**src/rtl/vid_seq_pkg.sv**
```systemverilog
// Shared constants and types for the video slot sequencer.
// Holds default period/slot figures for the MDA-50Hz, MDA-70Hz and CGA
// timings, the default ISA op length, the arbiter state enum and a helper
// that returns the last count at which a grant can still be issued.
package vid_seq_pkg;

  // MDA, 50 Hz refresh (the original fixed 18-cycle character period)
  localparam int MDA50_PERIOD      = 18;
  localparam int MDA50_WIN_END     = 15;
  // MDA, 70 Hz refresh
  localparam int MDA70_PERIOD      = 20;
  localparam int MDA70_WIN_END     = 17;
  // CGA, 16-cycle character period
  localparam int CGA_PERIOD        = 16;
  localparam int CGA_WIN_END       = 13;

  // Slot layout shared by all timings
  localparam int DEF_CW            = 5;
  localparam int DEF_CHARROM_SLOT  = 1;
  localparam int DEF_VRAM_START    = 1;
  localparam int DEF_VRAM_LEN      = 4;
  localparam int DEF_CHAR_SLOT     = 3;
  localparam int DEF_ATT_SLOT      = 4;
  localparam int DEF_PIPE_SLOT     = 4;
  localparam int DEF_ISA_WIN_START = 6;
  localparam int DEF_ISA_OP_CYCLES = 3;

  typedef enum logic {
    IDLE = 1'b0,
    BUSY = 1'b1
  } isa_state_e;

  // Last count at which a grant may be issued for a window ending at win_end.
  function automatic int grant_last(input int win_end, input int op_cycles);
    return win_end - op_cycles + 1;
  endfunction

endpackage

```
**src/rtl/vid_slot_sequencer_if.sv**
```systemverilog
// ISA request/grant handshake between the ISA bus bridge and the sequencer.
//   isa_req       bridge -> sequencer  level request, held until granted
//   isa_gnt       sequencer -> bridge  one-cycle grant pulse
//   isa_active    sequencer -> bridge  high while the granted op runs
//   isa_op_enable sequencer -> bridge  count lies inside the safe ISA window
// master modport: ISA bridge side; slave modport: sequencer side.
interface vid_slot_sequencer_if;
  logic isa_req;
  logic isa_gnt;
  logic isa_active;
  logic isa_op_enable;

  modport master (output isa_req, input isa_gnt, isa_active, isa_op_enable);
  modport slave  (input isa_req, output isa_gnt, isa_active, isa_op_enable);
endinterface

```
**src/rtl/vid_isa_slot_arbiter.sv**
```systemverilog
// ISA slot arbiter: issues one-cycle grants inside the grant range and times
// the granted op (ISA_OP_CYCLES cycles of isa_active after the grant).
// Optional statistics under macro SEQ_STATS_EN.
// Ports:
//   clk, reset_n         video clock, async active-low reset
//   in_grant_range       count lies where a full op still fits in the window
//   isa_req              level request from the bridge
//   isa_gnt              one-cycle grant (combinational)
//   isa_active           op in progress
//   isa_wait_max [7:0]   (SEQ_STATS_EN) longest request wait, saturating
//   isa_grants  [15:0]   (SEQ_STATS_EN) wrapping grant count
module vid_isa_slot_arbiter
  import vid_seq_pkg::*;
#(
  parameter int ISA_OP_CYCLES = DEF_ISA_OP_CYCLES
) (
  input  logic        clk,
  input  logic        reset_n,
  input  logic        in_grant_range,
  input  logic        isa_req,
  output logic        isa_gnt,
  output logic        isa_active
`ifdef SEQ_STATS_EN
  ,
  output logic [7:0]  isa_wait_max,
  output logic [15:0] isa_grants
`endif
);

  localparam int OCW = $clog2(ISA_OP_CYCLES + 1);
  localparam logic [OCW-1:0] OP_LOAD = OCW'(ISA_OP_CYCLES);
  localparam logic [OCW-1:0] OP_ONE  = OCW'(1);

  isa_state_e     state_q, state_d;
  logic [OCW-1:0] op_cnt_q, op_cnt_d;
  logic           gnt_q;

  always_ff @(posedge clk or negedge reset_n) begin
    if (!reset_n) begin
      state_q  <= IDLE;
      op_cnt_q <= '0;
      gnt_q    <= 1'b0;
    end else begin
      state_q  <= state_d;
      op_cnt_q <= op_cnt_d;
      gnt_q    <= isa_gnt;
    end
  end

  always_comb begin
    state_d    = state_q;
    op_cnt_d   = op_cnt_q;
    isa_active = (state_q == BUSY);
    isa_gnt    = isa_req & ~isa_active & ~gnt_q & in_grant_range;
    case (state_q)
      IDLE: begin
        if (isa_gnt) begin
          state_d  = BUSY;
          op_cnt_d = OP_LOAD;
        end
      end
      BUSY: begin
        if (op_cnt_q == OP_ONE) begin
          state_d  = IDLE;
          op_cnt_d = '0;
        end else begin
          op_cnt_d = op_cnt_q - OP_ONE;
        end
      end
      default: begin
        state_d  = IDLE;
        op_cnt_d = '0;
      end
    endcase
  end

`ifdef SEQ_STATS_EN
  // wait_q counts request-high cycles preceding the grant cycle.
  logic [7:0] wait_q;

  always_ff @(posedge clk or negedge reset_n) begin
    if (!reset_n) begin
      wait_q       <= '0;
      isa_wait_max <= '0;
      isa_grants   <= '0;
    end else if (isa_gnt) begin
      wait_q     <= '0;
      isa_grants <= isa_grants + 16'd1;
      if (wait_q > isa_wait_max) isa_wait_max <= wait_q;
    end else if (isa_req) begin
      if (wait_q != '1) wait_q <= wait_q + 8'd1;
    end else begin
      wait_q <= '0;
    end
  end
`endif

endmodule

```
**src/rtl/vid_slot_sequencer.sv**
```systemverilog
// Character-period slot sequencer for the MDA/CGA video subsystem.
// Divides the video clock into a programmable character period (A or B,
// switched only at wrap), decodes VRAM/char-ROM/pipeline strobes from the
// slot count, and arbitrates ISA VRAM ops into the safe window.
// Optional macro SEQ_STATS_EN adds isa_wait_max/isa_grants outputs.
// Ports:
//   clk, reset_n       video clock, async active-low reset
//   period_sel         0=PERIOD_A, 1=PERIOD_B, sampled at count P-1
//   isa                ISA handshake (slave side)
//   clk_seq            current slot count
//   crtc_clk           pulse at count 0
//   vram_read, vram_read_a0, vram_read_char, vram_read_att,
//   charrom_read, disp_pipeline   slot decodes of the count
//   period_active      latched period select
module vid_slot_sequencer
  import vid_seq_pkg::*;
#(
  parameter int PERIOD_A      = MDA50_PERIOD,
  parameter int PERIOD_B      = MDA70_PERIOD,
  parameter int CW            = DEF_CW,
  parameter int CHARROM_SLOT  = DEF_CHARROM_SLOT,
  parameter int VRAM_START    = DEF_VRAM_START,
  parameter int VRAM_LEN      = DEF_VRAM_LEN,
  parameter int CHAR_SLOT     = DEF_CHAR_SLOT,
  parameter int ATT_SLOT      = DEF_ATT_SLOT,
  parameter int PIPE_SLOT     = DEF_PIPE_SLOT,
  parameter int ISA_WIN_START = DEF_ISA_WIN_START,
  parameter int ISA_WIN_END_A = MDA50_WIN_END,
  parameter int ISA_WIN_END_B = MDA70_WIN_END,
  parameter int ISA_OP_CYCLES = DEF_ISA_OP_CYCLES
) (
  input  logic          clk,
  input  logic          reset_n,
  input  logic          period_sel,
  vid_slot_sequencer_if.slave isa,
  output logic [CW-1:0] clk_seq,
  output logic          crtc_clk,
  output logic          vram_read,
  output logic          vram_read_a0,
  output logic          vram_read_char,
  output logic          vram_read_att,
  output logic          charrom_read,
  output logic          disp_pipeline,
  output logic          period_active
`ifdef SEQ_STATS_EN
  ,
  output logic [7:0]    isa_wait_max,
  output logic [15:0]   isa_grants
`endif
);

  localparam int MIN_P = (PERIOD_A < PERIOD_B) ? PERIOD_A : PERIOD_B;
  localparam int MAX_P = (PERIOD_A > PERIOD_B) ? PERIOD_A : PERIOD_B;

  if ((2 ** CW) < MAX_P) begin : g_bad_cw
    $error("CW too narrow for the longest period");
  end
  if (CHARROM_SLOT >= MIN_P || VRAM_START + VRAM_LEN - 1 >= MIN_P ||
      CHAR_SLOT >= MIN_P || ATT_SLOT >= MIN_P || PIPE_SLOT >= MIN_P ||
      ISA_WIN_START >= MIN_P) begin : g_bad_slot
    $error("slot parameter outside the shorter period");
  end
  if (ISA_WIN_START <= VRAM_START + VRAM_LEN) begin : g_bad_gap
    $error("ISA window overlaps or abuts the VRAM burst");
  end
  if (ISA_WIN_END_A > PERIOD_A - 2 || ISA_WIN_END_B > PERIOD_B - 2) begin : g_bad_end
    $error("ISA window end too close to period wrap");
  end

  localparam logic [CW-1:0] LAST_A   = CW'(PERIOD_A - 1);
  localparam logic [CW-1:0] LAST_B   = CW'(PERIOD_B - 1);
  localparam logic [CW-1:0] S_CROM   = CW'(CHARROM_SLOT);
  localparam logic [CW-1:0] V_FIRST  = CW'(VRAM_START);
  localparam logic [CW-1:0] V_LAST   = CW'(VRAM_START + VRAM_LEN - 1);
  localparam logic [CW-1:0] S_CHAR   = CW'(CHAR_SLOT);
  localparam logic [CW-1:0] S_ATT    = CW'(ATT_SLOT);
  localparam logic [CW-1:0] S_PIPE   = CW'(PIPE_SLOT);
  localparam logic [CW-1:0] WIN_LO   = CW'(ISA_WIN_START);
  localparam logic [CW-1:0] WIN_HI_A = CW'(ISA_WIN_END_A);
  localparam logic [CW-1:0] WIN_HI_B = CW'(ISA_WIN_END_B);
  localparam logic [CW-1:0] GNT_HI_A = CW'(grant_last(ISA_WIN_END_A, ISA_OP_CYCLES));
  localparam logic [CW-1:0] GNT_HI_B = CW'(grant_last(ISA_WIN_END_B, ISA_OP_CYCLES));

  logic [CW-1:0] count_q;
  logic          period_q;
  logic [CW-1:0] last_cnt, win_end, gnt_hi;
  logic          in_grant_range;

  always_comb begin
    last_cnt = period_q ? LAST_B   : LAST_A;
    win_end  = period_q ? WIN_HI_B : WIN_HI_A;
    gnt_hi   = period_q ? GNT_HI_B : GNT_HI_A;
  end

  // period_sel is only sampled at the wrap, so each period runs full length.
  always_ff @(posedge clk or negedge reset_n) begin
    if (!reset_n) begin
      count_q  <= '0;
      period_q <= 1'b0;
      crtc_clk <= 1'b0;
    end else if (count_q == last_cnt) begin
      count_q  <= '0;
      period_q <= period_sel;
      crtc_clk <= 1'b1;
    end else begin
      count_q  <= count_q + CW'(1);
      crtc_clk <= 1'b0;
    end
  end

  assign clk_seq           = count_q;
  assign period_active     = period_q;
  assign vram_read         = (count_q >= V_FIRST) && (count_q <= V_LAST);
  assign vram_read_a0      = (count_q == S_CHAR);
  assign vram_read_char    = (count_q == S_CHAR);
  assign vram_read_att     = (count_q == S_ATT);
  assign charrom_read      = (count_q == S_CROM);
  assign disp_pipeline     = (count_q == S_PIPE);
  assign isa.isa_op_enable = (count_q >= WIN_LO) && (count_q <= win_end);
  assign in_grant_range    = (count_q >= WIN_LO) && (count_q <= gnt_hi);

  vid_isa_slot_arbiter #(
    .ISA_OP_CYCLES(ISA_OP_CYCLES)
  ) u_arb (
    .clk           (clk),
    .reset_n       (reset_n),
    .in_grant_range(in_grant_range),
    .isa_req       (isa.isa_req),
    .isa_gnt       (isa.isa_gnt),
    .isa_active    (isa.isa_active)
`ifdef SEQ_STATS_EN
    ,
    .isa_wait_max  (isa_wait_max),
    .isa_grants    (isa_grants)
`endif
  );

endmodule

```
**src/flat_wrapper.sv**
```systemverilog
// flat-port wrapper written by rule: the top's interface ports become plain ports
module vid_slot_sequencer_flat import vid_seq_pkg::*;
#(
  parameter int PERIOD_A      = MDA50_PERIOD,
  parameter int PERIOD_B      = MDA70_PERIOD,
  parameter int CW            = DEF_CW,
  parameter int CHARROM_SLOT  = DEF_CHARROM_SLOT,
  parameter int VRAM_START    = DEF_VRAM_START,
  parameter int VRAM_LEN      = DEF_VRAM_LEN,
  parameter int CHAR_SLOT     = DEF_CHAR_SLOT,
  parameter int ATT_SLOT      = DEF_ATT_SLOT,
  parameter int PIPE_SLOT     = DEF_PIPE_SLOT,
  parameter int ISA_WIN_START = DEF_ISA_WIN_START,
  parameter int ISA_WIN_END_A = MDA50_WIN_END,
  parameter int ISA_WIN_END_B = MDA70_WIN_END,
  parameter int ISA_OP_CYCLES = DEF_ISA_OP_CYCLES
)
  (clk, reset_n, period_sel, clk_seq, crtc_clk, vram_read, vram_read_a0, vram_read_char, vram_read_att, charrom_read, disp_pipeline, period_active, isa_isa_req, isa_isa_gnt, isa_isa_active, isa_isa_op_enable);
  vid_slot_sequencer_if isa_i ();
  input  logic clk;
  input  logic reset_n;
  input  logic period_sel;
  output logic [CW-1:0] clk_seq;
  output logic crtc_clk;
  output logic vram_read;
  output logic vram_read_a0;
  output logic vram_read_char;
  output logic vram_read_att;
  output logic charrom_read;
  output logic disp_pipeline;
  output logic period_active;
  input wire logic [$bits(isa_i.isa_req)-1:0] isa_isa_req;
  output wire logic [$bits(isa_i.isa_gnt)-1:0] isa_isa_gnt;
  output wire logic [$bits(isa_i.isa_active)-1:0] isa_isa_active;
  output wire logic [$bits(isa_i.isa_op_enable)-1:0] isa_isa_op_enable;
  assign isa_i.isa_req = isa_isa_req;
  assign isa_isa_gnt = isa_i.isa_gnt;
  assign isa_isa_active = isa_i.isa_active;
  assign isa_isa_op_enable = isa_i.isa_op_enable;
  vid_slot_sequencer #(.PERIOD_A(PERIOD_A), .PERIOD_B(PERIOD_B), .CW(CW), .CHARROM_SLOT(CHARROM_SLOT), .VRAM_START(VRAM_START), .VRAM_LEN(VRAM_LEN), .CHAR_SLOT(CHAR_SLOT), .ATT_SLOT(ATT_SLOT), .PIPE_SLOT(PIPE_SLOT), .ISA_WIN_START(ISA_WIN_START), .ISA_WIN_END_A(ISA_WIN_END_A), .ISA_WIN_END_B(ISA_WIN_END_B), .ISA_OP_CYCLES(ISA_OP_CYCLES)) u_core (.clk(clk), .reset_n(reset_n), .period_sel(period_sel), .isa(isa_i), .clk_seq(clk_seq), .crtc_clk(crtc_clk), .vram_read(vram_read), .vram_read_a0(vram_read_a0), .vram_read_char(vram_read_char), .vram_read_att(vram_read_att), .charrom_read(charrom_read), .disp_pipeline(disp_pipeline), .period_active(period_active));
endmodule
```
**config.mk**
```make
export PLATFORM = sky130hd
export DESIGN_NAME = vid_slot_sequencer_flat
export DESIGN_NICKNAME = d
export VERILOG_FILES = /design/src/rtl/vid_seq_pkg.sv /design/src/rtl/vid_slot_sequencer_if.sv /design/src/rtl/vid_isa_slot_arbiter.sv /design/src/rtl/vid_slot_sequencer.sv /design/src/flat_wrapper.sv
export SDC_FILE = /design/constraint.sdc
export NUM_CORES = 1
export LEC_CHECK = 0
export ABC_AREA = 1
export BUFFER_PORTS_ARGS = -buffer_cell sky130_fd_sc_hd__buf_2
export CORE_MARGIN = 2
export CORE_UTILIZATION = 49
export CTS_CLUSTER_DIAMETER = 60
export CTS_CLUSTER_SIZE = 30
export DETAILED_ROUTE_END_ITERATION = 10
export MAX_ROUTING_LAYER = met4
export PLACE_DENSITY = 0.76
export SYNTH_ARGS = -nofsm -noshare
export SYNTH_HDL_FRONTEND = slang
export SYNTH_SLANG_ARGS = --single-unit
```
**constraint.sdc**
```tcl
create_clock -name clk -period 1.56 [get_ports clk]
set_input_delay 0.234 -clock clk [delete_from_list [all_inputs] [get_ports clk]]
set_output_delay 0.234 -clock clk [all_outputs]
set_load 0.02 [all_outputs]
```
==> results of run 1 <==
==> worst register-to-register path, cell delays in order, from the launching register on <==
cell and delay [ns]:
dfrtp_2 0.44, inv_4 0.07, ha_4 0.30, nand2_4 0.07, nor4_4 0.26, buf_4 0.21
nor3_2 0.04
==> per-stage QoR <==
stage / TNS [ns] / area [um^2] / std cells
after floorplan: 0 / 728 / 83
after global placement: 0 / 865 / 120
after detailed placement: -0.0174 / 865 / 120
after CTS: -0.641 / 1070 / 129
after global routing: -1.48 / 1160 / 133
final: -1.09 / 1160 / 133
==> per-layer routing <==
metal  global-route usage, %  vias to the layer above  part of all wire (%)  routed length [um]
met4                    3.87                        0                   1.3                  28
met5                       -                        -                     0                   0
met1                    29.1                      353                    40                 884
li1                        -                      337                     -                   -
met2                    46.6                       20                    56                1240
met3                    7.83                        4                   3.3                  73
==> registers in the layout, summed over array words and instances (netlist names) <==
name and flops:
u_core.clk_seq 5, u_core.crtc_clk 1, u_core.period_active 1, u_core.u_arb.gnt_q 1, u_core.u_arb.isa_active 1, u_core.u_arb.op_cnt_q 2
==> synthesized netlist by cell type <==
library cell / count / area share, %
xnor2_1: 1 / 1.2
or2_2: 1 / 0.89
o21ai_1: 1 / 0.71
dfrtp_1: 11 / 39
nor3_2: 1 / 1.4
nor4_4: 1 / 3.0
inv_1: 16 / 8.6
ha_1: 9 / 16
nand2_1: 13 / 7.0
nand3_2: 1 / 1.4
nor2_1: 7 / 3.7
nand3_1: 4 / 2.9
buf_4: 2 / 2.1
nor3_1: 2 / 1.4
a21boi_0: 1 / 1.1
nand2_2: 2 / 1.8
nor4_1: 1 / 0.89
a21oi_1: 3 / 2.1
o21ai_0: 5 / 3.6
nand4_1: 1 / 0.89
==> layout by cell type, fill, tap and decap left out <==
| cell | n |
|---|---|
| nand2_1 | 12 |
| buf_2 | 11 |
| buf_4 | 11 |
| buf_6 | 10 |
| inv_1 | 9 |
| dfrtp_1 | 7 |
| inv_4 | 5 |
| ha_4 | 5 |
| ha_1 | 4 |
| dfrtp_2 | 4 |
| nand3_2 | 3 |
| nor2_2 | 3 |
| clkbuf_4 | 3 |
| nand3_1 | 2 |
| nand2_4 | 2 |
| inv_2 | 2 |
| nor4_4 | 2 |
| nor2_1 | 2 |
| nor2_4 | 2 |
| o21ai_1 | 2 |
| o21ai_2 | 2 |
| a21oi_2 | 2 |
| o21ai_0 | 2 |
| xnor2_1 | 1 |
| a21oi_1 | 1 |
| nor3_4 | 1 |
| nand4_1 | 1 |
| a21boi_2 | 1 |
| nor3_1 | 1 |
| nor3_2 | 1 |
| nand2_2 | 1 |
| or2_2 | 1 |
| clkinv_2 | 1 |
| dlygate4sd3_1 | 1 |
==> worst paths after layout <==
check                                                        to  slack (ns)  depth (start not counted)
setup / recovery                              isa_isa_op_enable       -0.22                          6
min in group asynchronous  u_core.u_arb.op_cnt_q[0]$_DFFE_PN0P_        0.35                          2
hold / removal                 u_core.period_active$_DFFE_PN0N_        0.20                          3
hold reg to reg            u_core.u_arb.op_cnt_q[1]$_DFFE_PN0P_        0.52                          2
setup reg to reg                    u_core.clk_seq[4]$_DFF_PN0_        0.06                          6
max in group asynchronous           u_core.clk_seq[0]$_DFF_PN0_        0.98                          2
==> kinds of logic (layout without fill, tap and decap cells) <==
family                   count (synthesis)  in the layout
adder cells (fa/ha/maj)                  9              9
AND/OR/NAND/NOR                         34             34
XOR/XNOR                                 1              1
buffers and inverters                   18             53
AO/OA/AOI/OAI                           10             10
flip-flops                              11             11
==> power by group <==
part | total, W | internal (W) | switching, W
clock | 0.000201 | 0.0000951 | 0.000106
sequential | 0.000518 | 0.000401 | 0.000117
combinational | 0.00180 | 0.000780 | 0.00102
total | 0.00252 | 0.00128 | 0.00124
==> final cells by class <==
class                           count  share of cell area, %
Inverter                           16                   6.24
Timing Repair Buffer               33                   22.4
Multi-Input combinational cell     54                   43.3
Tap cell                           15                   1.61
Sequential cell                    11                   24.1
Clock inverter                      1                  0.430
Clock buffer                        3                   1.94
==> timing repair <==
action,in CTS,in global routing
endpoints found under the setup margin,8,8
gates resized for setup,42,15
hold buffers,1,0
pin swaps,8,5
endpoints found under the hold margin,11,0
buffers inserted,4,4
==> run_results.csv, run 1 <==
group,metric,value,unit
run_status,outcome,"finished, violations left",
run_status,violations,"negative setup slack",
detailed_routing,vias_per_cell,5.37,
sta,worstMarginPinSlew,0.353,ns
cts,clk_pin_slew_worst_paths,0.07,ns
placed_design,place_hpwl,1240,um
finish,nFillCells,63,
sta,rsz0062_at_grt,"yes",
placed_design,dp_slack,-0.0174,ns
floorplanning,die_area,0.00175,mm^2
critical_path,worstPathArrival,1.55,ns
finish,area_growth,65.8,%
floorplanning,start_util,53.3,%
logic_synthesis,synth_xor_xnor_area_share,1.25,%
critical_path,start_kind,"flop",
placed_design,io_buffer_count,19,
power,power,0.00252,W
detailed_routing,vias,714,
floorplanning,coreArea,0.00132,mm^2
sta,post-route-period-util,114,%
sta,maxClockFrequency,561,MHz
logic_synthesis,syn_area_per_cell,8.46,um^2
sta,setup-violations-final,8,
placed_design,gp_congestion,0.798,
logic_synthesis,yosysWarnings,0,
cts,root_buffer,"clkbuf_4",
detailed_routing,firstDrtPassIters,4,
logic_synthesis,synth.distinct_cells,20,
logic_synthesis,ys_seq_elements,11,
global_routing,grt_start_max_net_pins,12,
power,power_per_cell_area,2160,mW/mm^2
floorplanning,chipWidth,41.9,um
global_routing,antenna_found_initial,0,
finish,layout-drive-gt1-share,61.9,%
logic_synthesis,netlist_instances,83,
worst_hold_path,min_from,"period_sel",
detailed_routing,final_antenna_net_count,0,
global_routing,grt.total_usage,26.1,%
detailed_routing,wl_per_cell,16.8,um
floorplanning,io_pins,20,
critical_path,cp.required,1.33,ns
critical_path,crit_buf_inv,2,
logic_synthesis,synth-simple-area-share,25.3,%
sta,fin_crit,1.78,ns
sta,holdWs,0.199,ns
logic_synthesis,synth_seq_area_share,39.2,%
logic_synthesis,syn_area,702,um^2
finish,final_util,88.3,%
critical_path,max_stage_delay,0.46,ns
global_routing,overflow,0,
sta,slew_viol_final,0,
critical_path,path_class,"flop to primary output",
logic_synthesis,synth_fa_ha_area_share,16.0,%
finish,multiInputGateArea,504,um^2
power,ir_drop,1.14,mV
worst_hold_path,holdCritPathClass,"primary input to flop",
logic_synthesis,synth_nets,96,
logic_synthesis,synth_compound_area_share,7.49,%
floorplanning,die_h,41.9,um
critical_path,cp_max_fo,5,
finish,n_antenna_cell,0,
critical_path,path_cells,"inv_4, ha_4, a21oi_2, o21ai_2, a21boi_2, buf_6",
logic_synthesis,muxShareOfSynthArea,0,%
cts,cts_buffer_depth,2,
flow_run,cap_violations,0,
logic_synthesis,synth_top_family_by_area,"simple AND/OR/NAND/NOR gates",
critical_path,crit_family,"flip-flops",
critical_path,end_kind,"primary output",
cts,numClockSinks,11,
global_routing,grt_pass1_wl,3240,um
critical_path,startpoint,"u_core.period_active$_DFFE_PN0N_",
global_routing,grt_pass1_vias,692,
sta,hold_viol_final,0,
detailed_routing,drcViolationCount,0,
power,leakage,0.577,nW
cts,cts_max_level,1,
cts,cts_tree,"done",
sta,maxSlewHeadroom,76.3,%
finish,seqCellArea,280,um^2
sta,finClkSkew,0.000742,ns
detailed_routing,finalWirelength,2230,um
floorplanning,core.rowCount,13,
critical_path,r2r_start,"u_core.period_active$_DFFE_PN0N_",
critical_path,crit_slowest_cell,"dfrtp_2",
cts,clk_latency,0.27,ns
detailed_routing,drt_first_iter_violations,19,
cts,cts_made_buffers,3,
finish,nets,132,
sta,setup_ws,-0.224,ns
No activity file was read; power rests on OpenSTA's default activity.
==> run 2: changes to the inputs <==
CORE_UTILIZATION = 53   (was 49)
PLACE_DENSITY = 0.81   (was 0.76)
clock period = 2.2 ns   (was 1.56 ns; I/O delays follow)
==> run 2 against run 1 <==
Compared with the run above:
- the run now ends clean
- design area is 28% lower
- flip-flop and latch count did not move
- register-to-register slack better by 0.67 ns
- first-iteration DRC count fell by 42%
- global-route usage fell by 6.1 points
- core utilization decreased by 22 points
- clock power shrank 33%
- final cell count decreased by 9.8%
- clock skew rose by 0.0084 ns
- highest routed layer unchanged
==> run_results.csv, run 2 (synthesis gave the netlist of run 1 again) <==
group,metric,value,unit
placed_design,place_hpwl,1010,um
power,power,0.00122,W
detailed_routing,wl_per_cell,11.2,um
power,p_sw,0.000614,W
sta,maxSlewHeadroom,73.4,%
worst_hold_path,holdCritPathClass,"primary input to flop",
critical_path,max_stage_delay,0.43,ns
critical_path,reg2reg_depth,6,
sta,hold_viol_final,0,
critical_path,crit_slowest_cell,"dfrtp_1",
critical_path,path_cells,"inv_1, ha_1, a21oi_1, o21ai_0, a21boi_0, buf_2",
cts,numClockSinks,11,
power,ir_drop,0.640,mV
detailed_routing,vias,602,
critical_path,end_kind,"primary output",
critical_path,path_class,"flop to primary output",
global_routing,grt.total_usage,20.0,%
cts,cts_buffer_depth,2,
cts,clk_pin_slew_worst_paths,0.07,ns
sta,worstMarginPinSlew,0.396,ns
detailed_routing,vias_per_cell,5.02,
power,internal-power,0.000610,W
power,p_clk_share,11.0,%
sta,slew_viol_final,0,
run_status,outcome,"complete, no violations",
global_routing,grt_pass1_vias,475,
sta,setup-violations-final,0,
sta,setup_tns,0,ns
placed_design,dpl_cell_area,801,um^2
placed_design,io_buffer_count,19,
flow_run,cap_violations,0,
cts,cts_made_buffers,3,
cts,cts_max_level,1,
detailed_routing,drcViolationCount,0,
cts,cts_tree,"done",
critical_path,cp_max_fo,5,
sta,finClkSkew,0.00918,ns
finish,area_growth,19.3,%
finish,final_cell_area,837,um^2
finish,multiInputGateArea,352,um^2
detailed_routing,drt_first_iter_violations,11,
global_routing,antenna_found_initial,0,
critical_path,cp.required,1.87,ns
critical_path,worstPathArrival,1.70,ns
global_routing,grt_start_max_net_pins,12,
power,power_per_cell_area,1460,mW/mm^2
floorplanning,io_pins,20,
floorplanning,core.rowCount,13,
finish,final_cell_mix,"buf_2 (19), inv_1 (16), nand2_1 (13)",
finish,final_common_cell,"buf_2",
worst_hold_path,worstHoldPathCells,3,
power,leakage,0.489,nW
finish,layout-drive-gt1-share,26.7,%
critical_path,start_kind,"flop",
power,sw_frac_of_total,50.2,%
finish,largest_register_ffs,5,
floorplanning,start_util,55.3,%
floorplanning,die_area,0.00163,mm^2
detailed_routing,final_antenna_net_count,0,
sta,post-route-period-util,92.1,%
finish,seqCellArea,275,um^2
sta,rsz0062_at_grt,"no",
placed_design,gp_congestion,0.841,
detailed_routing,finalWirelength,1340,um
sta,fin_crit,2.03,ns
power,p_comb_share,58.0,%
global_routing,grt_pass1_wl,2000,um
cts,root_buffer,"clkbuf_4",
finish,nFillCells,108,
sta,maxClockFrequency,494,MHz
global_routing,overflow,0,
power,sequentialPowerShare,31.0,%
floorplanning,coreArea,0.00127,mm^2
floorplanning,chipWidth,40.4,um
finish,n_antenna_cell,0,
cts,cts_post_setup_buffers_inserted,0,
finish,nets,119,
detailed_routing,firstDrtPassIters,4,
cts,clk_latency,0.27,ns
floorplanning,die_h,40.4,um
[run 2: power groups by stage]
stage | combinational (W) | clock (W) | sequential (W)
floorplan | 0.000465 | 0 | 0.000425
global placement | 0.000674 | 0 | 0.000380
detailed placement | 0.000703 | 0 | 0.000384
CTS | 0.000707 | 0.000138 | 0.000379
global route | 0.000790 | 0.000153 | 0.000393
finish | 0.000710 | 0.000134 | 0.000380
[run 2: worst max-delay path, delay by kind of cell (launching register included)]
kind	cells	cell delay, ns
buffers and inverters	2	0.30
DFF	1	0.43
AOI/OAI and AO/OA	3	0.37
adders and majority gates	1	0.33
[run 2: timing repair]
action / in CTS / in global routing
gates resized for setup: 0 / 0
hold buffers: 1 / 0
endpoints found under the hold margin: 11 / 0
[run 2: worst paths after layout]
path,from,endpoint,slack [ns]
hold / removal,period_sel,u_core.period_active$_DFFE_PN0N_,0.27
hold reg to reg,u_core.u_arb.op_cnt_q[0]$_DFFE_PN0P_,u_core.u_arb.op_cnt_q[0]$_DFFE_PN0P_,0.52
min in group asynchronous,reset_n,u_core.clk_seq[4]$_DFF_PN0_,0.46
setup / recovery,u_core.period_active$_DFFE_PN0N_,isa_isa_op_enable,0.17
setup reg to reg,u_core.period_active$_DFFE_PN0N_,u_core.period_active$_DFFE_PN0N_,0.73
max in group asynchronous,reset_n,u_core.clk_seq[0]$_DFF_PN0_,1.54
[run 2: metrics by stage]
| step | hold slack [ns] | util [%] | setup WS, ns | cells |
|---|---|---|---|---|
| 2_1_floorplan | 0.0344 | - | 0.116 | 83 |
| 3_3_place_gp | 0.206 | 63.1 | 0.499 | 115 |
| 3_5_place_dp | 0.210 | 63.1 | 0.482 | 115 |
| 4_1_cts | 0.273 | 66.0 | 0.187 | 120 |
| 5_1_grt | 0.263 | 66.0 | 0.0306 | 120 |
| 6_report | 0.271 | 66.0 | 0.175 | 120 |
[run 2: layer usage]
metal	vias to the layer above	wire, um	global-route usage [%]
li1	310	-	-
met1	278	610	23.2
met2	12	655	30.6
met3	2	67	10.0
met4	0	5	5.00
met5	-	0	-
[run 2: layout make-up]
cell class | count | share of cell area [%]
tap | 15 | 2.24
sequential | 11 | 32.9
multi-input combinational | 54 | 42.0
inverter | 16 | 7.17
timing repair buffer | 20 | 12.6
clock buffer | 4 | 3.14
